$ cat src/rtl/round_sequencer_pkg.sv
// Shared types and constants for the memory-game round controller.
package game_pkg;

  typedef enum logic [2:0] {
    IDLE      = 3'd0,
    RST_PULSE = 3'd1,
    GEN       = 3'd2,
    SHOW      = 3'd3,
    INPUT     = 3'd4,
    JUDGE     = 3'd5,
    GAP       = 3'd6,
    DONE      = 3'd7
  } state_t;

  localparam int SCORE_PER_WIN      = 10;
  localparam int DEFAULT_NUM_ROUNDS = 10;
  localparam int CNT_W              = 24;

  // 10*wins as (w<<3)+(w<<1); wins <= 12 keeps the result below 128.
  function automatic logic [6:0] score_of(input logic [3:0] wins);
    logic [6:0] w;
    w = {3'b000, wins};
    return (w << 3) + (w << 1);
  endfunction

endpackage

$ cat src/rtl/round_sequencer_if.sv
// Handshake and status bundle between the round controller and its round modules.
interface round_sequencer_if;
  logic       start;
  logic       level_valid;
  logic       pattern_gen_end;
  logic       print_pattern_end;
  logic       input_trim_end;
  logic       round_win;
  logic       round_rst_n;
  logic       pattern_gen_en;
  logic [4:0] round_count;
  logic [3:0] answer_count;
  logic [6:0] score;
  logic       game_end;
  logic [2:0] state_dbg;

  modport master (
    input  start, level_valid, pattern_gen_end, print_pattern_end,
           input_trim_end, round_win,
    output round_rst_n, pattern_gen_en, round_count, answer_count,
           score, game_end, state_dbg
  );

  modport slave (
    output start, level_valid, pattern_gen_end, print_pattern_end,
           input_trim_end, round_win,
    input  round_rst_n, pattern_gen_en, round_count, answer_count,
           score, game_end, state_dbg
  );
endinterface

$ cat src/rtl/round_sequencer_start_sync.sv
// Two-flop synchronizer for the raw start key plus a rising-edge pulse.
module start_sync (
  input  logic clk_1,
  input  logic rst,
  input  logic start,
  output logic start_pulse
);

  logic sync1_r;
  logic sync2_r;
  logic prev_r;

  // Synchronize the asynchronous key and keep one delayed copy for edge detection.
  always_ff @(posedge clk_1 or negedge rst) begin
    if (!rst) begin
      sync1_r <= 1'b0;
      sync2_r <= 1'b0;
      prev_r  <= 1'b0;
    end else begin
      sync1_r <= start;
      sync2_r <= sync1_r;
      prev_r  <= sync2_r;
    end
  end

  assign start_pulse = sync2_r & ~prev_r;

endmodule

$ cat src/rtl/round_sequencer.sv
// Round controller: sequences reset pulse, generation, playback, input,
// judging and the inter-round gap, and keeps the game counters.
module round_sequencer
  import game_pkg::*;
#(
  parameter int NUM_ROUNDS       = DEFAULT_NUM_ROUNDS,
  parameter int RST_PULSE_CYCLES = 3,
  parameter int GAP_CYCLES       = 4,
  parameter int TIMEOUT_CYCLES   = 0
) (
  input logic               clk_1,
  input logic               rst,
  round_sequencer_if.master bus
);

  state_t             state_r;
  state_t             next_state_s;
  logic [CNT_W-1:0]   cnt_r;
  logic [CNT_W-1:0]   cnt_load_s;
  logic               start_pulse_s;
  logic               timeout_s;
  logic               win_r;
  logic [4:0]         round_count_r;
  logic [3:0]         answer_count_r;
  logic [6:0]         score_r;
  logic [4:0]         round_next_s;
  logic [3:0]         answer_next_s;
  logic               last_round_s;
  logic               round_rst_n_s;
  logic               pattern_gen_en_s;
  logic               game_end_s;
  logic               round_rst_n_r;
  logic               pattern_gen_en_r;
  logic               game_end_r;

  start_sync u_start_sync (
    .clk_1       (clk_1),
    .rst         (rst),
    .start       (bus.start),
    .start_pulse (start_pulse_s)
  );

  assign timeout_s     = (TIMEOUT_CYCLES != 0) && (cnt_r == 24'd0);
  assign round_next_s  = round_count_r + 5'd1;
  assign answer_next_s = answer_count_r + {3'b000, win_r};
  assign last_round_s  = (round_next_s == 5'(NUM_ROUNDS));

  // State register.
  always_ff @(posedge clk_1 or negedge rst) begin
    if (!rst) begin
      state_r <= IDLE;
    end else begin
      state_r <= next_state_s;
    end
  end

  // Next-state decode; end inputs are only looked at in their own state.
  always_comb begin
    next_state_s = state_r;
    case (state_r)
      IDLE:      if (start_pulse_s && bus.level_valid) next_state_s = RST_PULSE;
                 else next_state_s = IDLE;
      RST_PULSE: if (cnt_r == 24'd0) next_state_s = GEN;
                 else next_state_s = RST_PULSE;
      GEN:       if (bus.pattern_gen_end) next_state_s = SHOW;
                 else next_state_s = GEN;
      SHOW:      if (bus.print_pattern_end) next_state_s = INPUT;
                 else next_state_s = SHOW;
      INPUT:     if (bus.input_trim_end || timeout_s) next_state_s = JUDGE;
                 else next_state_s = INPUT;
      JUDGE:     if (last_round_s) next_state_s = DONE;
                 else if (GAP_CYCLES == 0) next_state_s = RST_PULSE;
                 else next_state_s = GAP;
      GAP:       if (cnt_r == 24'd0) next_state_s = RST_PULSE;
                 else next_state_s = GAP;
      DONE:      next_state_s = DONE;
      default:   next_state_s = IDLE;
    endcase
  end

  // Reload value of the shared down-counter for the state being entered.
  always_comb begin
    cnt_load_s = 24'd0;
    case (next_state_s)
      RST_PULSE: cnt_load_s = CNT_W'(RST_PULSE_CYCLES - 1);
      GAP:       if (GAP_CYCLES == 0) cnt_load_s = 24'd0;
                 else cnt_load_s = CNT_W'(GAP_CYCLES - 1);
      INPUT:     if (TIMEOUT_CYCLES == 0) cnt_load_s = 24'd0;
                 else cnt_load_s = CNT_W'(TIMEOUT_CYCLES - 1);
      default:   cnt_load_s = 24'd0;
    endcase
  end

  // Shared down-counter: reload on state entry, count down to zero otherwise.
  always_ff @(posedge clk_1 or negedge rst) begin
    if (!rst) begin
      cnt_r <= 24'd0;
    end else if (next_state_s != state_r) begin
      cnt_r <= cnt_load_s;
    end else if (cnt_r != 24'd0) begin
      cnt_r <= cnt_r - 24'd1;
    end else begin
      cnt_r <= cnt_r;
    end
  end

  // Latch the round verdict on INPUT exit; a pure timeout scores nothing.
  always_ff @(posedge clk_1 or negedge rst) begin
    if (!rst) begin
      win_r <= 1'b0;
    end else if ((state_r == INPUT) && (next_state_s == JUDGE)) begin
      win_r <= bus.input_trim_end & bus.round_win;
    end else begin
      win_r <= win_r;
    end
  end

  // Game counters update at the end of JUDGE; score freezes on the last round.
  always_ff @(posedge clk_1 or negedge rst) begin
    if (!rst) begin
      round_count_r  <= 5'd0;
      answer_count_r <= 4'd0;
      score_r        <= 7'd0;
    end else if (state_r == JUDGE) begin
      round_count_r  <= round_next_s;
      answer_count_r <= answer_next_s;
      if (last_round_s) begin
        score_r <= score_of(answer_next_s);
      end else begin
        score_r <= score_r;
      end
    end else begin
      round_count_r  <= round_count_r;
      answer_count_r <= answer_count_r;
      score_r        <= score_r;
    end
  end

  // Output decode from the upcoming state so the registered outputs track state_r.
  always_comb begin
    round_rst_n_s    = 1'b0;
    pattern_gen_en_s = 1'b0;
    game_end_s       = 1'b0;
    case (next_state_s)
      IDLE, RST_PULSE: begin
        round_rst_n_s    = 1'b0;
        pattern_gen_en_s = 1'b0;
      end
      GEN, SHOW, INPUT, JUDGE: begin
        round_rst_n_s    = 1'b1;
        pattern_gen_en_s = 1'b1;
      end
      GAP: begin
        round_rst_n_s    = 1'b1;
        pattern_gen_en_s = 1'b0;
      end
      DONE: begin
        round_rst_n_s    = 1'b1;
        pattern_gen_en_s = 1'b0;
        game_end_s       = 1'b1;
      end
      default: begin
        round_rst_n_s    = 1'b0;
        pattern_gen_en_s = 1'b0;
      end
    endcase
  end

  // Output registers.
  always_ff @(posedge clk_1 or negedge rst) begin
    if (!rst) begin
      round_rst_n_r    <= 1'b0;
      pattern_gen_en_r <= 1'b0;
      game_end_r       <= 1'b0;
    end else begin
      round_rst_n_r    <= round_rst_n_s;
      pattern_gen_en_r <= pattern_gen_en_s;
      game_end_r       <= game_end_s;
    end
  end

  assign bus.round_rst_n    = round_rst_n_r;
  assign bus.pattern_gen_en = pattern_gen_en_r;
  assign bus.round_count    = round_count_r;
  assign bus.answer_count   = answer_count_r;
  assign bus.score          = score_r;
  assign bus.game_end       = game_end_r;
  assign bus.state_dbg      = state_r;

endmodule

$ cat src/flat_wrapper.sv
// flat-port wrapper written by rule: the top's interface ports become plain ports
module round_sequencer_flat import game_pkg::*;
#(
  parameter int NUM_ROUNDS       = DEFAULT_NUM_ROUNDS,
  parameter int RST_PULSE_CYCLES = 3,
  parameter int GAP_CYCLES       = 4,
  parameter int TIMEOUT_CYCLES   = 0
)
  (clk_1, rst, bus_start, bus_level_valid, bus_pattern_gen_end, bus_print_pattern_end, bus_input_trim_end, bus_round_win, bus_round_rst_n, bus_pattern_gen_en, bus_round_count, bus_answer_count, bus_score, bus_game_end, bus_state_dbg);
  round_sequencer_if bus_i ();
  input logic clk_1;
  input logic rst;
  input wire logic [$bits(bus_i.start)-1:0] bus_start;
  input wire logic [$bits(bus_i.level_valid)-1:0] bus_level_valid;
  input wire logic [$bits(bus_i.pattern_gen_end)-1:0] bus_pattern_gen_end;
  input wire logic [$bits(bus_i.print_pattern_end)-1:0] bus_print_pattern_end;
  input wire logic [$bits(bus_i.input_trim_end)-1:0] bus_input_trim_end;
  input wire logic [$bits(bus_i.round_win)-1:0] bus_round_win;
  output wire logic [$bits(bus_i.round_rst_n)-1:0] bus_round_rst_n;
  output wire logic [$bits(bus_i.pattern_gen_en)-1:0] bus_pattern_gen_en;
  output wire logic [$bits(bus_i.round_count)-1:0] bus_round_count;
  output wire logic [$bits(bus_i.answer_count)-1:0] bus_answer_count;
  output wire logic [$bits(bus_i.score)-1:0] bus_score;
  output wire logic [$bits(bus_i.game_end)-1:0] bus_game_end;
  output wire logic [$bits(bus_i.state_dbg)-1:0] bus_state_dbg;
  assign bus_i.start = bus_start;
  assign bus_i.level_valid = bus_level_valid;
  assign bus_i.pattern_gen_end = bus_pattern_gen_end;
  assign bus_i.print_pattern_end = bus_print_pattern_end;
  assign bus_i.input_trim_end = bus_input_trim_end;
  assign bus_i.round_win = bus_round_win;
  assign bus_round_rst_n = bus_i.round_rst_n;
  assign bus_pattern_gen_en = bus_i.pattern_gen_en;
  assign bus_round_count = bus_i.round_count;
  assign bus_answer_count = bus_i.answer_count;
  assign bus_score = bus_i.score;
  assign bus_game_end = bus_i.game_end;
  assign bus_state_dbg = bus_i.state_dbg;
  round_sequencer #(.NUM_ROUNDS(NUM_ROUNDS), .RST_PULSE_CYCLES(RST_PULSE_CYCLES), .GAP_CYCLES(GAP_CYCLES), .TIMEOUT_CYCLES(TIMEOUT_CYCLES)) u_core (.clk_1(clk_1), .rst(rst), .bus(bus_i));
endmodule
$ cat config.mk
export PLATFORM = sky130hd
export DESIGN_NAME = round_sequencer_flat
export DESIGN_NICKNAME = d
export VERILOG_FILES = /design/src/rtl/round_sequencer_pkg.sv /design/src/rtl/round_sequencer_if.sv /design/src/rtl/round_sequencer_start_sync.sv /design/src/rtl/round_sequencer.sv /design/src/flat_wrapper.sv
export SDC_FILE = /design/constraint.sdc
export NUM_CORES = 1
export LEC_CHECK = 0
export ABC_AREA = 0
export ABC_CLOCK_PERIOD_IN_PS = 2500
export CORE_MARGIN = 4
export CORE_UTILIZATION = 50
export CTS_CLUSTER_DIAMETER = 30
export DETAILED_ROUTE_END_ITERATION = 6
export PLACE_DENSITY = 0.75
export SYNTH_ARGS = -nofsm -noshare
export SYNTH_HDL_FRONTEND = slang
export SYNTH_SLANG_ARGS = --single-unit
$ cat constraint.sdc
create_clock -name clk_1 -period 2.5 [get_ports clk_1]
set_input_delay 0.75 -clock clk_1 [delete_from_list [all_inputs] [get_ports clk_1]]
set_output_delay 0.75 -clock clk_1 [all_outputs]
set_load 0.005 [all_outputs]
# After elaboration in Yosys (flattened, before gate mapping)
# Index checks and enable logic that the tools add are counted.
[totals]
ff_bits = 50
[op_classes]
n_addsub = 4
eq_ne = 16
muxes = 14
n_bitwise = 3
reduce_logical = 12
[ops]
columns = ["operator", "count"]
rows = [
  ["24-bit two-way mux", 2],
  ["3-bit equality test (second input constant)", 8],
  ["24-bit zero test", 1],
  ["3-bit one-hot mux with 8 select lines", 1],
  ["24-bit nonzero test", 1],
  ["24-bit by 1-bit subtractor with 24-bit output (second input constant)", 1],
  ["3-bit by 2-bit equality test with 1-bit output (second input constant)", 4],
  ["4-bit OR reduction", 2],
  ["7-bit by 5-bit adder with 7-bit output", 1],
  ["3-bit by 1-bit equality test with 1-bit output (second input constant)", 2],
  ["3-bit zero test", 2],
  ["3-bit two-way mux", 2],
  ["6-bit OR reduction", 1],
  ["5-bit by 1-bit adder with 5-bit output (second input constant)", 1],
  ["5-bit by 4-bit equality test with 1-bit output (second input constant)", 1],
  ["1-bit two-way mux", 5],
  ["4-bit by 1-bit adder with 4-bit output", 1],
  ["1-bit one-hot mux with 2 select lines", 2],
  ["2-bit one-hot mux with 2 select lines", 1],
  ["3-bit != test", 1],
  ["1-bit bitwise AND", 2],
  ["1-bit logical AND", 2],
  ["2-bit two-way mux", 1],
  ["2-bit AND reduction", 1],
  ["other kinds (3)", 3],
]

# Longest topological paths before layout
# Gate-level depths: netlist of the first run.
[logic_depth]
depth_word = 8
depth_mapped = 9
depth_no_buf = 9

# By module
# A second synthesis of the first run with hierarchy kept.
[unflattened]
cells_unflattened = 259
hier_area_um2 = 2595.0
[by_module_without_submodules]
columns = ["module", "n_inst", "cells_per_inst", "area_each_um2", "seq_area_each_um2"]
rows = [
  ["round_sequencer", 1, 255, 2506.2, 1151.1],
  ["start_sync", 1, 4, 88.8, 75.1],
]

# Least setup slack after synthesis of the first run
# OpenSTA, ideal clock, no wires.
[synth_timing]
path_kind = "register to register"
from = "register u_core.cnt_r[0]"
to = "register u_core.cnt_r[1]"
setup_time_ns = 0.123
arrival_time_ns = 2.265
required_ns = 2.377
setup_slack_ns = 0.112
stages_incl_launch_ff = 9
path_cell_list = "dfrtp_1 > inv_1 > ha_1 > nor4b_1 > and3_1 > buf_4 > nand3_1 > o21a_1 > o221a_1"
[synth_between]
elab_chain_len = 6
word_cells_on_any_way = 13
classes_between = "add/sub: 1; eq/ne: 3; mux: 6; reduce/logical: 3"
[synth_lines]
columns = ["item", "line_no", "text"]
rows = [
  ["start: declaration", "round_sequencer.sv:18", "logic [CNT_W-1:0] cnt_r;"],
  ["start signal: assignment", "round_sequencer.sv:99", "cnt_r <= cnt_load_s;"],
  ["start signal: assignment", "round_sequencer.sv:101", "cnt_r <= cnt_r - 24'd1;"],
  ["start signal: assignment", "round_sequencer.sv:103", "cnt_r <= cnt_r;"],
  ["24-bit zero test", "round_sequencer.sv:63, round_sequencer.sv:74", ""],
  ["3-bit two-way mux / 2-bit two-way mux (equally long branches)", "round_sequencer.sv:74, round_sequencer.sv:63", ""],
  ["3-bit one-hot mux with 8 select lines", "round_sequencer.sv:60", "case (state_r)"],
  ["3-bit equality test / 3-bit by 1-bit equality test with 1-bit output (equally long branches)", "round_sequencer.sv:84", "case (next_state_s)"],
  ["2-bit one-hot mux with 2 select lines", "round_sequencer.sv:84", ""],
  ["24-bit two-way mux", "round_sequencer.sv:98", "end else if (next_state_s != state_r) begin"],
]
# Several ways; a longest one is shown, not always the timed one. The select of a mux whose other input is x is not followed.
# A chain may end at the register's enable or synchronous reset.

# Worst setup path after layout of the first run
[layout_timing]
from = "register u_core.cnt_r[8]"
to = "register u_core.cnt_r[19]"
[layout_between]
elab_chain_len = 5
word_cells_on_any_way = 10
classes_between = "add/sub: 1; eq/ne: 1; mux: 5; reduce/logical: 3"
[layout_lines]
columns = ["item"]
rows = [
  ["branches (longest 5 deep; another with 24-bit by 1-bit subtractor with 24-bit output)"],
]
# Parallel ways; which one is timed is not known. The select of a mux whose other input is x is not followed.

==> impl_metrics.toml, run 1 <==
[status]
status = "completed"

[synthesis]
syn_inst = 260
ys_ff_latch = 49
synth_area_um2 = 2600
synthesis.nets = 276
synth.distinct_cells = 52
synth_flop_cell = "dfrtp_1"
syn_avg_cell_area_um2 = 10.0
synth_edf_count = 0
yosysSeqAreaShare_pct = 47.1
synthArstFlopShare_pct = 100
ys.warnings.count = 0

[sta]
slew-limit-headroom_pct = 53.4
min_period_ns = 2.41
fmax_mhz = 414
skew_ns = 0.00830
finalCritPeriodShare_pct = 96.6
setup_tns_ns = 0
worst_pin_slew_ns = 0.689
slew_violations = 0
hold_violations = 0
hold_ws_ns = 0.355
setup_violations = 0

[worst_setup_path]
reg2reg_slack_ns = 0.09
end_kind = "flop"
required_ns = 2.69
critPathMaxFanout = 5
path_class = "flop to flop"
cp-start-kind = "flop"
r2r_start = "u_core.cnt_r[8]$_DFFE_PN0P_"
worst_r2r_endpoint = "u_core.cnt_r[19]$_DFFE_PN0P_"
worstPathArrival_ns = 2.61
reg2regPathDepth = 6

[die]
dieHeight_um = 80.1
core_region_area_um2 = 4880
dieWidth_um = 80.1
start_util_pct = 53.3
die_area_um2 = 6420
ios = 30
row_count = 25

[routing]
via_per_inst = 5.27
dr.pass1.iters = 4
wl_per_cell_um = 13.8
ant_nets = 0
drt-total-wl_mm = 5.06
drt_iter0_drc = 98
drc_errors = 0
vias = 1938

[worst_hold_path]
hold_depth = 0
hp-class = "flop to flop"
holdPathEnd = "u_core.u_start_sync.sync2_r$_DFF_PN0_"
holdCritStartpoint = "u_core.u_start_sync.sync1_r$_DFF_PN0_"

[clocking]
ctsHoldBuffers = 0
cts_max_level = 2
cts_buffers = 5
clk_pin_slew_worst_paths_ns = 0.09
clockBufferDepth = 2
clkSinkCount = 49
clk_latency_ns = 0.30
root_buffer = "clkbuf_8"
cts_tree = "built"
cts_setup_buffers = 0

[final_layout]
layout.nets = 316
utilization_pct = 64.8
drive_gt1_share_pct = 15.0
synthToLayoutAreaGrowth_pct = 21.6
seqCellArea_um2 = 1230
stdcell_count = 368
fill_cells = 420
multiInputGateArea_um2 = 1280
antenna_cells = 0

[pwr]
p_per_area_nw_per_um2 = 1340
ir_drop_v = 0.000671
finalPower_mw = 4.23
leakagePower_nw = 1.41

[global_routing]
grt_remaining_overflow = 0
antenna_found_initial = 0
grt.total_usage_pct = 18.1
grt_pass1_vias = 1969
grt_max_degree = 50
grt_first_pass_wirelength_mm = 9.08

[placement]
portBuffers = 28
place_hpwl_mm = 3.57
dp_cells = 360
gp_congestion = 0.786

[flow_run]
drv_cap = 0
## through the flow
| step | setup WS, ns | instance area [um2] |
|---|---|---|
| 6_report | 0.0856 | 3160 |
| 5_1_grt | -0.0275 | 3160 |
| 4_1_cts | 0.0224 | 3150 |
| 3_5_place_dp | -0.0672 | 3020 |
| 3_3_place_gp | -0.0328 | 3020 |
| 2_1_floorplan | 0.112 | 2600 |
## how the worst max path moves through the flow
stage | depth (start not counted) | end | startpoint
finish | 6 | u_core.cnt_r[19]$_DFFE_PN0P_ | u_core.cnt_r[8]$_DFFE_PN0P_
global route | 8 | u_core.cnt_r[1]$_DFFE_PN0P_ | u_core.cnt_r[0]$_DFFE_PN0P_
CTS | 7 | u_core.cnt_r[1]$_DFFE_PN0P_ | u_core.cnt_r[8]$_DFFE_PN0P_
detailed placement | 7 | u_core.cnt_r[17]$_DFFE_PN0P_ | bus_input_trim_end
global placement | 7 | u_core.cnt_r[11]$_DFFE_PN0P_ | bus_input_trim_end
floorplan | 8 | u_core.cnt_r[1]$_DFFE_PN0P_ | u_core.cnt_r[0]$_DFFE_PN0P_
## metal layers
layer | GRT usage, % | vias to the layer above | part of all wire, %
met4 | 6.08 | 0 | 1.5
met5 | 0 | - | 0
li1 | - | 971 | -
met2 | 29.8 | 30 | 50
met3 | 3.92 | 7 | 2.7
met1 | 23.6 | 930 | 45
## worst max-delay path, cell delays in order, from the launching register on
cell	delay, ns
dfrtp_1	0.44
or4_1	0.62
or4_4	0.58
a211o_4	0.33
nor4_4	0.15
xnor2_1	0.16
nor2_2	0.04
## power breakdown
group	internal, mW	switching [mW]	leakage, nW
Combinational	1.12	1.18	0.716
Clock	0.325	0.261	0.0574
Sequential	1.07	0.275	0.641
## timing repair
action,in CTS,in global routing
endpoints found under the setup margin,14,25
gates resized for setup,1,6
pin swaps,0,1
## cell usage in the layout (no fill, tap or decap), types with 2 or more instances in the layout
cell	netlist	layout
a21o_1	2	2
a21oi_1	13	13
a31o_2	2	2
a31oi_1	2	2
buf_4	2	16
clkbuf_8	0	6
clkdlybuf4s50_1	0	27
dfrtp_1	49	49
ha_1	7	7
inv_1	11	11
mux2_2	4	4
nand2_1	26	26
nand3_1	12	11
nand3b_1	2	2
nand4_1	2	2
nor2_1	31	31
nor3_1	5	5
nor4_1	3	3
nor4_4	2	3
o21ai_0	9	8
o21ai_1	1	2
o31ai_1	2	2
or3_1	3	3
or4_1	3	2
or4_4	1	2
xnor2_1	19	19
xor2_1	12	12
## state kept, by name (all words and copies together) (netlist names), 3 cells and up
signal,cells
u_core.bus.round_count,5
u_core.cnt_r,24
u_core.bus.score,6
u_core.bus.answer_count,4
u_core.bus.state_dbg,3
## layout make-up
| cell class | instances | share of cell area (%) |
|---|---|---|
| repair buffers | 45 | 12.9 |
| inverters | 11 | 1.31 |
| clock inverters | 2 | 1.19 |
| multi-input cells | 188 | 40.6 |
| flip-flops and latches | 49 | 38.8 |
| clock buffers | 6 | 2.61 |
| well taps | 67 | 2.65 |
## synth_stat cells (all sizes together), types with 3 or more instances
cell type,n,share of area [%]
nor3,6,1.3
nand2,26,3.8
nand3,12,2.3
a21oi,13,2.5
xnor2,19,6.4
nor4,6,2.8
o21ai,10,1.9
xor2,12,4.0
buf,7,2.0
or3,3,0.72
inv,11,1.6
or4,4,1.3
dfrtp,49,47
ha,7,3.4
mux2,4,1.7
nor2,32,4.7
clkbuf,5,0.72
## kinds of logic (layout without fill, tap and decap cells)
group / after synthesis / in the layout / share of synthesized area (%)
compound gates: 42 / 42 / 11.6
fa+ha+maj: 8 / 8 / 4.14
buf+inv: 23 / 64 / 4.33
xor+xnor: 31 / 31 / 10.4
mux: 5 / 5 / 2.12
other cells: 1 / 1 / 0.144
simple gates: 101 / 101 / 20.1
flops: 49 / 49 / 47.1
Power figures use the tool's default switching activity.
==> run 2, diff against run 1 <==
--- a/config.mk
+++ b/config.mk
@@ -7,11 +7,13 @@
 export LEC_CHECK = 0
 export ABC_AREA = 0
 export ABC_CLOCK_PERIOD_IN_PS = 2500
+export CELL_PAD_IN_SITES_DETAIL_PLACEMENT = 0
+export CELL_PAD_IN_SITES_GLOBAL_PLACEMENT = 2
 export CORE_MARGIN = 4
-export CORE_UTILIZATION = 50
+export CORE_UTILIZATION = 32
 export CTS_CLUSTER_DIAMETER = 30
 export DETAILED_ROUTE_END_ITERATION = 6
-export PLACE_DENSITY = 0.75
+export PLACE_DENSITY_LB_ADDON = 0.1
 export SYNTH_ARGS = -nofsm -noshare
 export SYNTH_HDL_FRONTEND = slang
 export SYNTH_SLANG_ARGS = --single-unit
==> run 2 against run 1 <==
Against the previous run: cell area is 2.3% higher; sequential cell count unchanged; global-route usage is 5.9 points lower; maximum frequency rose by 1.1%; largest cell class unchanged.
==> impl_metrics.toml, run 2 (same netlist as run 1, synthesis figures left out) <==
[worst_setup_path]
critPathLaunch = "u_core.cnt_r[9]$_DFFE_PN0P_"
cp-start-kind = "flop"
worstPathArrival_ns = 2.59
r2r_start = "u_core.cnt_r[9]$_DFFE_PN0P_"
path_class = "flop to flop"
required_ns = 2.70
end_kind = "flop"
critPathMaxFanout = 5

[routing]
via_per_inst = 4.74
dr.pass1.iters = 4
wl_per_cell_um = 13.6
ant_nets = 0
drc_errors = 0
vias = 1949
drt_iter0_drc = 34
drt-total-wl_mm = 5.59

[clocking]
clk_latency_ns = 0.30
ctsHoldBuffers = 0
cts_tree = "built"
cts.repair.resized = 0
root_buffer = "clkbuf_8"
cts_max_level = 2
clk_pin_slew_worst_paths_ns = 0.09
cts_setup_buffers = 0
clockBufferDepth = 2
clkSinkCount = 49
cts_buffers = 5

[sta]
worst_slack_ns = 0.112
setup_violations = 0
min_period_ns = 2.39
finalCritPeriodShare_pct = 95.5
slew_violations = 0
worst_pin_slew_ns = 0.643
slew-limit-headroom_pct = 56.9
fmax_mhz = 419
rsz0062_at_grt = "false"
hold_violations = 0
skew_ns = 0.00851

[global_routing]
grt_remaining_overflow = 0
grt.met1_usage_pct = 17.7
grt_first_pass_wirelength_mm = 9.57
use_met2_pct = 18.2
grt_pass1_vias = 1932
grt.total_usage_pct = 12.2
grt_busiest_layer = "met2"
antenna_found_initial = 0
grt_use_met3_pct = 2.50
grt_max_degree = 23

[final_layout]
drive_gt1_share_pct = 16.8
max_flop_register = "u_core.cnt_r"
seqCellArea_um2 = 1230
largest_register_ffs = 24
final_common_cell = "dfrtp_1"
final_cell_mix = "49 x dfrtp_1, 31 x nor2_1, 27 x clkdlybuf4s50_1"
synthToLayoutAreaGrowth_pct = 24.3
multiInputGateArea_um2 = 1280
layout.nets = 324
antenna_cells = 0
fill_cells = 796

[die]
die_area_um2 = 9640
dieWidth_um = 98.2
ios = 30
core_region_area_um2 = 7810
start_util_pct = 33.3
row_count = 32
dieHeight_um = 98.2

[placement]
gp_congestion = 0.703
place_hpwl_mm = 4.07
portBuffers = 28
pre_cts_ws_ns = -0.0821

[flow_run]
drv_cap = 0

[worst_hold_path]
hp-class = "flop to flop"
holdCritStartpoint = "u_core.u_start_sync.sync1_r$_DFF_PN0_"

[pwr]
p_per_area_nw_per_um2 = 1290
ir_drop_v = 0.000505
leakagePower_nw = 1.45
finalPower_mw = 4.16

[status]
status = "completed"
==> run 2: cell type report <==
cell class,count,area share [%]
tap,102,3.95
sequential,49,37.9
clock buffer,6,2.55
multi-input combinational,188,39.5
clock inverter,2,0.426
inverter,11,1.28
timing repair buffer,53,14.4
==> run 2: power by group <==
group	internal (mW)	leakage, nW	switching [mW]
combinational	1.15	0.758	1.20
sequential	1.07	0.641	0.249
clock	0.225	0.0512	0.273
==> run 2: critical path, cell delays in order (launching register included) <==
cell and delay (ns):
dfrtp_1 0.38, or4_1 0.65, or4_4 0.58, a211o_4 0.32, nor4_4 0.15, xnor2_1 0.16
nor2_2 0.04
==> run 2: worst paths after layout <==
check	endpoint	slack, ns	cells after the start
worst max-delay path	u_core.cnt_r[19]$_DFFE_PN0P_	0.11	6
worst min-delay path	u_core.u_start_sync.sync2_r$_DFF_PN0_	0.36	0
worst max register to register	u_core.cnt_r[19]$_DFFE_PN0P_	0.11	6
worst min register to register	u_core.u_start_sync.sync2_r$_DFF_PN0_	0.36	0
max in group asynchronous	u_core.bus.round_rst_n$_DFF_PN0_	1.46	2
min in group asynchronous	u_core.bus.score[1]$_DFFE_PN0P_	0.41	1
==> run 2: metal layers <==
metal  part of all wire (%)  wire length, um  vias up
met5                      0                0        -
met4                   0.66               37        0
met3                    2.9              163        2
met2                     46             2550       26
met1                     51             2840      932
li1                       -                -      989
==> run 2: through the flow <==
step	hold slack [ns]	std cells	util, %	area [um2]	setup TNS (ns)
2_1_floorplan	0.331	260	-	2600	0
3_3_place_gp	0.332	403	40.0	3120	-0.973
3_5_place_dp	0.335	403	40.0	3120	-1.54
4_1_cts	0.358	411	41.2	3220	0
5_1_grt	0.380	411	41.4	3230	0
6_report	0.356	411	41.4	3230	0
==> run 3, diff against run 2 <==
--- a/config.mk
+++ b/config.mk
@@ -14,6 +14,7 @@
 export CTS_CLUSTER_DIAMETER = 30
 export DETAILED_ROUTE_END_ITERATION = 6
 export PLACE_DENSITY_LB_ADDON = 0.1
+export SKIP_CTS_REPAIR_TIMING = 1
 export SYNTH_ARGS = -nofsm -noshare
 export SYNTH_HDL_FRONTEND = slang
 export SYNTH_SLANG_ARGS = --single-unit
==> results of run 3 <==
The final DEF is identical to that of run 2; final timing and power are the same.
